[src/rtl/mips_pkg.sv]
// Shared definitions for the MIPS pipeline slice: widths and memory-stage state encoding.
package mips_pkg;
   localparam int MEM_DATA_W = 32;
   localparam int REG_IDX_W  = 5;
   localparam int TIMER_W    = 8;

   typedef enum logic {
      IDLE     = 1'b0,
      MEM_WAIT = 1'b1
   } state_e;
endpackage

[src/rtl/stage_timer.sv]
// Wait-cycle counter for the memory stage; expired flags the last permitted wait cycle.
module stage_timer
   import mips_pkg::*;
#(
   parameter int TIMEOUT = 255
) (
   input  logic clk,
   input  logic rst_n,
   input  logic clear_i,
   input  logic enable_i,
   output logic expired_o
);

   localparam logic [TIMER_W-1:0] LAST = TIMER_W'(TIMEOUT - 1);

   logic [TIMER_W-1:0] count_q;
   logic [TIMER_W-1:0] count_d;

   assign expired_o = (count_q == LAST);

   // Next count: clear wins, then increment until the last wait cycle is reached.
   always_comb begin
      count_d = count_q;
      if (clear_i) begin
         count_d = {TIMER_W{1'b0}};
      end else if (enable_i && !expired_o) begin
         count_d = count_q + TIMER_W'(1);
      end else begin
         count_d = count_q;
      end
   end

   // Counter register.
   always_ff @(posedge clk or negedge rst_n) begin
      if (!rst_n) begin
         count_q <= {TIMER_W{1'b0}};
      end else begin
         count_q <= count_d;
      end
   end

endmodule

[src/rtl/mem_stage.sv]
// MEM pipeline stage: passes ALU results to writeback and runs blocking load/store
// handshakes with timeout abort.
module mem_stage
   import mips_pkg::*;
#(
   parameter int DATA_W  = MEM_DATA_W,
   parameter int TIMEOUT = 255
) (
   input  logic                 clk,
   input  logic                 rst_n,
   input  logic                 ExValid,
   input  logic                 ExRegWrite,
   input  logic                 ExMemRead,
   input  logic                 ExMemWrite,
   input  logic [REG_IDX_W-1:0] ExWriteReg,
   input  logic [DATA_W-1:0]    ExAluResult,
   input  logic [DATA_W-1:0]    ExStoreData,
   input  logic                 Flush,
   output logic                 MemReq,
   output logic                 MemWe,
   output logic [DATA_W-1:0]    MemAddr,
   output logic [DATA_W-1:0]    MemWData,
   input  logic                 MemAck,
   input  logic [DATA_W-1:0]    MemRData,
   output logic                 Stall,
   output logic                 RegWrite,
   output logic [REG_IDX_W-1:0] WriteReg,
   output logic [DATA_W-1:0]    WriteData,
   output logic                 BusError
);

   state_e                 state_q;
   logic [DATA_W-1:0]      addr_q;
   logic [DATA_W-1:0]      wdata_q;
   logic                   we_q;
   logic                   load_wr_q;
   logic [REG_IDX_W-1:0]   dest_q;
   logic                   reg_write_q;
   logic [REG_IDX_W-1:0]   wb_reg_q;
   logic [DATA_W-1:0]      wb_data_q;
   logic                   bus_err_q;

   logic accept_s;
   logic is_mem_s;
   logic in_wait_s;
   logic expired_s;

   assign in_wait_s = (state_q == MEM_WAIT);
   assign accept_s  = (state_q == IDLE) && ExValid && !Flush;
   assign is_mem_s  = ExMemRead || ExMemWrite;

   stage_timer #(
      .TIMEOUT (TIMEOUT)
   ) u_timer (
      .clk       (clk),
      .rst_n     (rst_n),
      .clear_i   (!in_wait_s),
      .enable_i  (in_wait_s),
      .expired_o (expired_s)
   );

   // Stage FSM; writeback and memory outputs are registered here.
   always_ff @(posedge clk or negedge rst_n) begin
      if (!rst_n) begin
         state_q     <= IDLE;
         addr_q      <= {DATA_W{1'b0}};
         wdata_q     <= {DATA_W{1'b0}};
         we_q        <= 1'b0;
         load_wr_q   <= 1'b0;
         dest_q      <= {REG_IDX_W{1'b0}};
         reg_write_q <= 1'b0;
         wb_reg_q    <= {REG_IDX_W{1'b0}};
         wb_data_q   <= {DATA_W{1'b0}};
         bus_err_q   <= 1'b0;
      end else begin
         reg_write_q <= 1'b0;
         bus_err_q   <= 1'b0;
         case (state_q)
            IDLE: begin
               if (accept_s && is_mem_s) begin
                  state_q   <= MEM_WAIT;
                  addr_q    <= ExAluResult;
                  wdata_q   <= ExStoreData;
                  we_q      <= ExMemWrite;
                  dest_q    <= ExWriteReg;
                  // Store wins over load; r0 is never written back.
                  load_wr_q <= !ExMemWrite && ExRegWrite &&
                               (ExWriteReg != {REG_IDX_W{1'b0}});
               end else if (accept_s && ExRegWrite &&
                            (ExWriteReg != {REG_IDX_W{1'b0}})) begin
                  reg_write_q <= 1'b1;
                  wb_reg_q    <= ExWriteReg;
                  wb_data_q   <= ExAluResult;
               end
            end
            MEM_WAIT: begin
               if (MemAck) begin
                  state_q <= IDLE;
                  we_q    <= 1'b0;
                  if (load_wr_q) begin
                     reg_write_q <= 1'b1;
                     wb_reg_q    <= dest_q;
                     wb_data_q   <= MemRData;
                  end
               end else if (expired_s) begin
                  state_q   <= IDLE;
                  we_q      <= 1'b0;
                  bus_err_q <= 1'b1;
               end
            end
            default: begin
               state_q <= IDLE;
               we_q    <= 1'b0;
            end
         endcase
      end
   end

   assign MemReq    = in_wait_s;
   assign Stall     = in_wait_s;
   assign MemWe     = we_q;
   assign MemAddr   = addr_q;
   assign MemWData  = wdata_q;
   assign RegWrite  = reg_write_q;
   assign WriteReg  = wb_reg_q;
   assign WriteData = wb_data_q;
   assign BusError  = bus_err_q;

endmodule

[config.mk]
export PLATFORM = sky130hd
export DESIGN_NAME = mem_stage
export DESIGN_NICKNAME = d
export VERILOG_FILES = /design/src/rtl/mips_pkg.sv /design/src/rtl/stage_timer.sv /design/src/rtl/mem_stage.sv
export SDC_FILE = /design/constraint.sdc
export NUM_CORES = 1
export LEC_CHECK = 0
export ABC_AREA = 0
export CAP_MARGIN = 10
export CORE_UTILIZATION = 39
export CTS_BUF_LIST = sky130_fd_sc_hd__clkbuf_16
export DETAILED_ROUTE_END_ITERATION = 8
export PLACE_DENSITY = 0.8
export SETUP_SLACK_MARGIN = 0.02
export SLEW_MARGIN = 0
export SYNTH_ARGS = -nofsm -noshare
export SYNTH_HDL_FRONTEND = slang
export SYNTH_SLANG_ARGS = --single-unit
[constraint.sdc]
create_clock -name clk -period 1.7 [get_ports clk]
set_input_delay 0.51 -clock clk [delete_from_list [all_inputs] [get_ports clk]]
set_output_delay 0.51 -clock clk [all_outputs]
set_load 0.1 [all_outputs]
==> impl_metrics.env <==
export IMPL_drive_gt1_frac=0.5530
export IMPL_vias_per_cell=4.960
export IMPL_io_buffers=214
export IMPL_grt_pass1_wl_mm=23.53
export IMPL_regArea_um2=2982
export IMPL_dp_final_hpwl_mm=10.18
export IMPL_fin_skew_ns=0.01095
export IMPL_cts_sinks=119
export IMPL_outcome="finished with violations"
export IMPL_antenna_cells=0
export IMPL_grt_overflow=0
export IMPL_synth_edf_count=0
export IMPL_fin_cells=776
export IMPL_layout_common_cells="dfrtp_1, buf_12, mux2_2"
export IMPL_tns_ns=-7.186
export IMPL_nets=702
export IMPL_powerDensity_nw_per_um2=2057
export IMPL_cap_viol_max_count=0
export IMPL_place_inst=720
export IMPL_crit_type="in -> reg"
export IMPL_power_leakage_nw=4.272
export IMPL_ant_nets=0
export IMPL_hold_class="in -> async"
export IMPL_vdd_ir_drop_max_mv=1.124
export IMPL_grt_use_met2=0.4205
export IMPL_setup_viol=89
export IMPL_grt_pass1_vias=4453
export IMPL_max_freq_ghz=0.5381
export IMPL_core_region_area_um2=12670
export IMPL_cp_required_ns=1.99
export IMPL_final_core_util=0.7725
export IMPL_async_reset_ff_frac=1.000
export IMPL_syn_num_nets=443
export IMPL_cts_buffers=17
export IMPL_met3_usage=0.09081
export IMPL_cp_arrival_ns=2.15
export IMPL_antenna_found_initial=0
export IMPL_dieArea_um2=13540
export IMPL_dr_total_vias=3849
export IMPL_rows=41
export IMPL_worstSetupEndpointType="flip-flop"
export IMPL_post_drt_wl_per_cell_um=20.02
export IMPL_dieWidth_um=116.4
export IMPL_clk_latency_ns=0.41
export IMPL_cts_tree="built"
export IMPL_pin_count=215
export IMPL_grtUsageTotal=0.2370
export IMPL_worst_pin_slew_ns=0.3727
export IMPL_finalCriticalPeriod_ns=1.859
export IMPL_timing_slew_headroom=0.7515
export IMPL_synth_top_flop_cell="dfrtp_1"
export IMPL_p_total_mw=20.13
export IMPL_drt_pass1_iter_count=4
export IMPL_fill_cells=731
export IMPL_drc=0
export IMPL_synth_distinct_cells=35
export IMPL_start_util=0.4026
export IMPL_global_route_peak_usage_layer="met2"
export IMPL_cts_root_buf="clkbuf_16"
export IMPL_finalCritPeriodShare=1.093
export IMPL_layout_commonest_cell="dfrtp_1"
export IMPL_critPathLaunchType="primary input"
export IMPL_cts_hold_buf=0
export IMPL_yosys_register_bits=119
export IMPL_met1_usage=0.2593
export IMPL_ctsHtreeMaxLevel=4
export IMPL_placed_area_um2=8680
export IMPL_syn_inst=332
export IMPL_avgSynthCellArea_um2=15.36
export IMPL_syn_to_final_growth_pct=91.88
export IMPL_fin_area_um2=9788
export IMPL_routabilityCongestion=0.7808
export IMPL_worstPathMaxFanout=5
export IMPL_hold_viol=0
export IMPL_routed_wl_mm=15.54
export IMPL_syn_area_um2=5101
export IMPL_yosysSeqAreaShare=0.5838
export IMPL_slew_viol_final=0
export IMPL_drt_iter0_markers=117
export IMPL_rsz0062_at_grt="true"
export IMPL_die_y_um=116.4
export IMPL_violations="setup timing"
export IMPL_cts_buffer_depth=2
export IMPL_setup_slack_ns=-0.1585
export IMPL_grt_max_degree=44
export IMPL_path_clk_slew_ns=0.05
export IMPL_synth_warning_count=0
export IMPL_multiInputGateArea_um2=2120
-- through the flow --
step / hold slack, ns / setup slack (ns)
2_1_floorplan: 0.2144 / -0.2374
3_3_place_gp: 0.4521 / -0.6927
3_5_place_dp: 0.4518 / -0.7277
4_1_cts: 0.01477 / -0.1499
5_1_grt: 0.02732 / -0.1808
6_report: 0.01770 / -0.1585
-- sequential cells by signal (all words and copies together) (netlist names) --
signal and cells:
RegWrite 1, WriteData 32, MemAddr 32, MemWe 1
u_timer.count_q 8, load_wr_q 1, WriteReg 5, dest_q 5
MemReq 1, BusError 1, MemWData 32
-- report_power, final --
group          switching (mW)  internal (mW)  total [mW]  leakage, nW
sequential              0.977           3.71        4.68         1.43
combinational            7.26           4.57        11.8         2.55
clock                    1.22           2.40        3.62        0.294
total                    9.46           10.7        20.1         4.27
-- routing by layer --
| metal | routed length (µm) | vias to the layer above |
|---|---|---|
| met5 | 0 | - |
| met4 | 217 | 0 |
| met3 | 1167 | 22 |
| met2 | 8364 | 160 |
| met1 | 5789 | 1941 |
| li1 | - | 1726 |
-- cell type report --
| type | count | area share |
|---|---|---|
| inverters | 3 | 0.001406 |
| repair buffers | 258 | 0.3949 |
| clock buffers | 17 | 0.04346 |
| well taps | 172 | 0.02199 |
| flip-flops and latches | 119 | 0.3046 |
| clock inverters | 15 | 0.01713 |
| multi-input cells | 192 | 0.2165 |
-- critical path, cell delays in order --
cell	delay, ns
buf_6	0.09
or4_4	0.56
o21ai_4	0.18
o21ai_4	0.11
buf_12	0.14
buf_12	0.12
buf_16	0.13
mux2_4	0.29
-- synthesized netlist by cell type, types with 3 or more instances --
library cell	number	area share
and3_1	3	0.0037
buf_2	8	0.0078
nand3_1	5	0.0049
clkbuf_1	5	0.0037
nand2_1	3	0.0022
inv_1	3	0.0022
mux2_2	124	0.27
nor2_1	6	0.0044
dfrtp_1	119	0.58
buf_6	3	0.0066
mux2_4	19	0.056
-- cells by family after synthesis --
| kind of cell | share of synthesized area |
|---|---|
| muxes | 0.3297 |
| xor gates and xnor gates | 0.005152 |
| adders and majority gates | 0.004905 |
| AOI/OAI and AO/OA | 0.02502 |
| and+or+nand+nor | 0.02894 |
| buffers and inverters | 0.02257 |
| DFF | 0.5838 |
-- what timing repair did --
action | 4_1_cts | 5_1_grt
gates cloned | 9 | 3
setup endpoints to repair | 109 | 112
pin swaps | 5 | 5
gates resized for setup | 52 | 9
setup buffers | 11 | 5
-- final timing paths --
check | cells after the start | startpoint | endpoint | slack, ns
hold reg to reg | 1 | dest_q[3] | dest_q[3] | 0.51
min in group clk | 2 | ExWriteReg[2] | dest_q[2] | 0.34
hold / removal | 1 | rst_n | MemAddr[30] | 0.02
setup / recovery | 8 | ExWriteReg[2] | WriteData[21] | -0.16
setup reg to reg | 7 | MemReq | MemWData[1] | -0.12
max in group asynchronous | 2 | rst_n | WriteData[19] | 1.13
No activity file was read; power rests on OpenSTA's default activity.
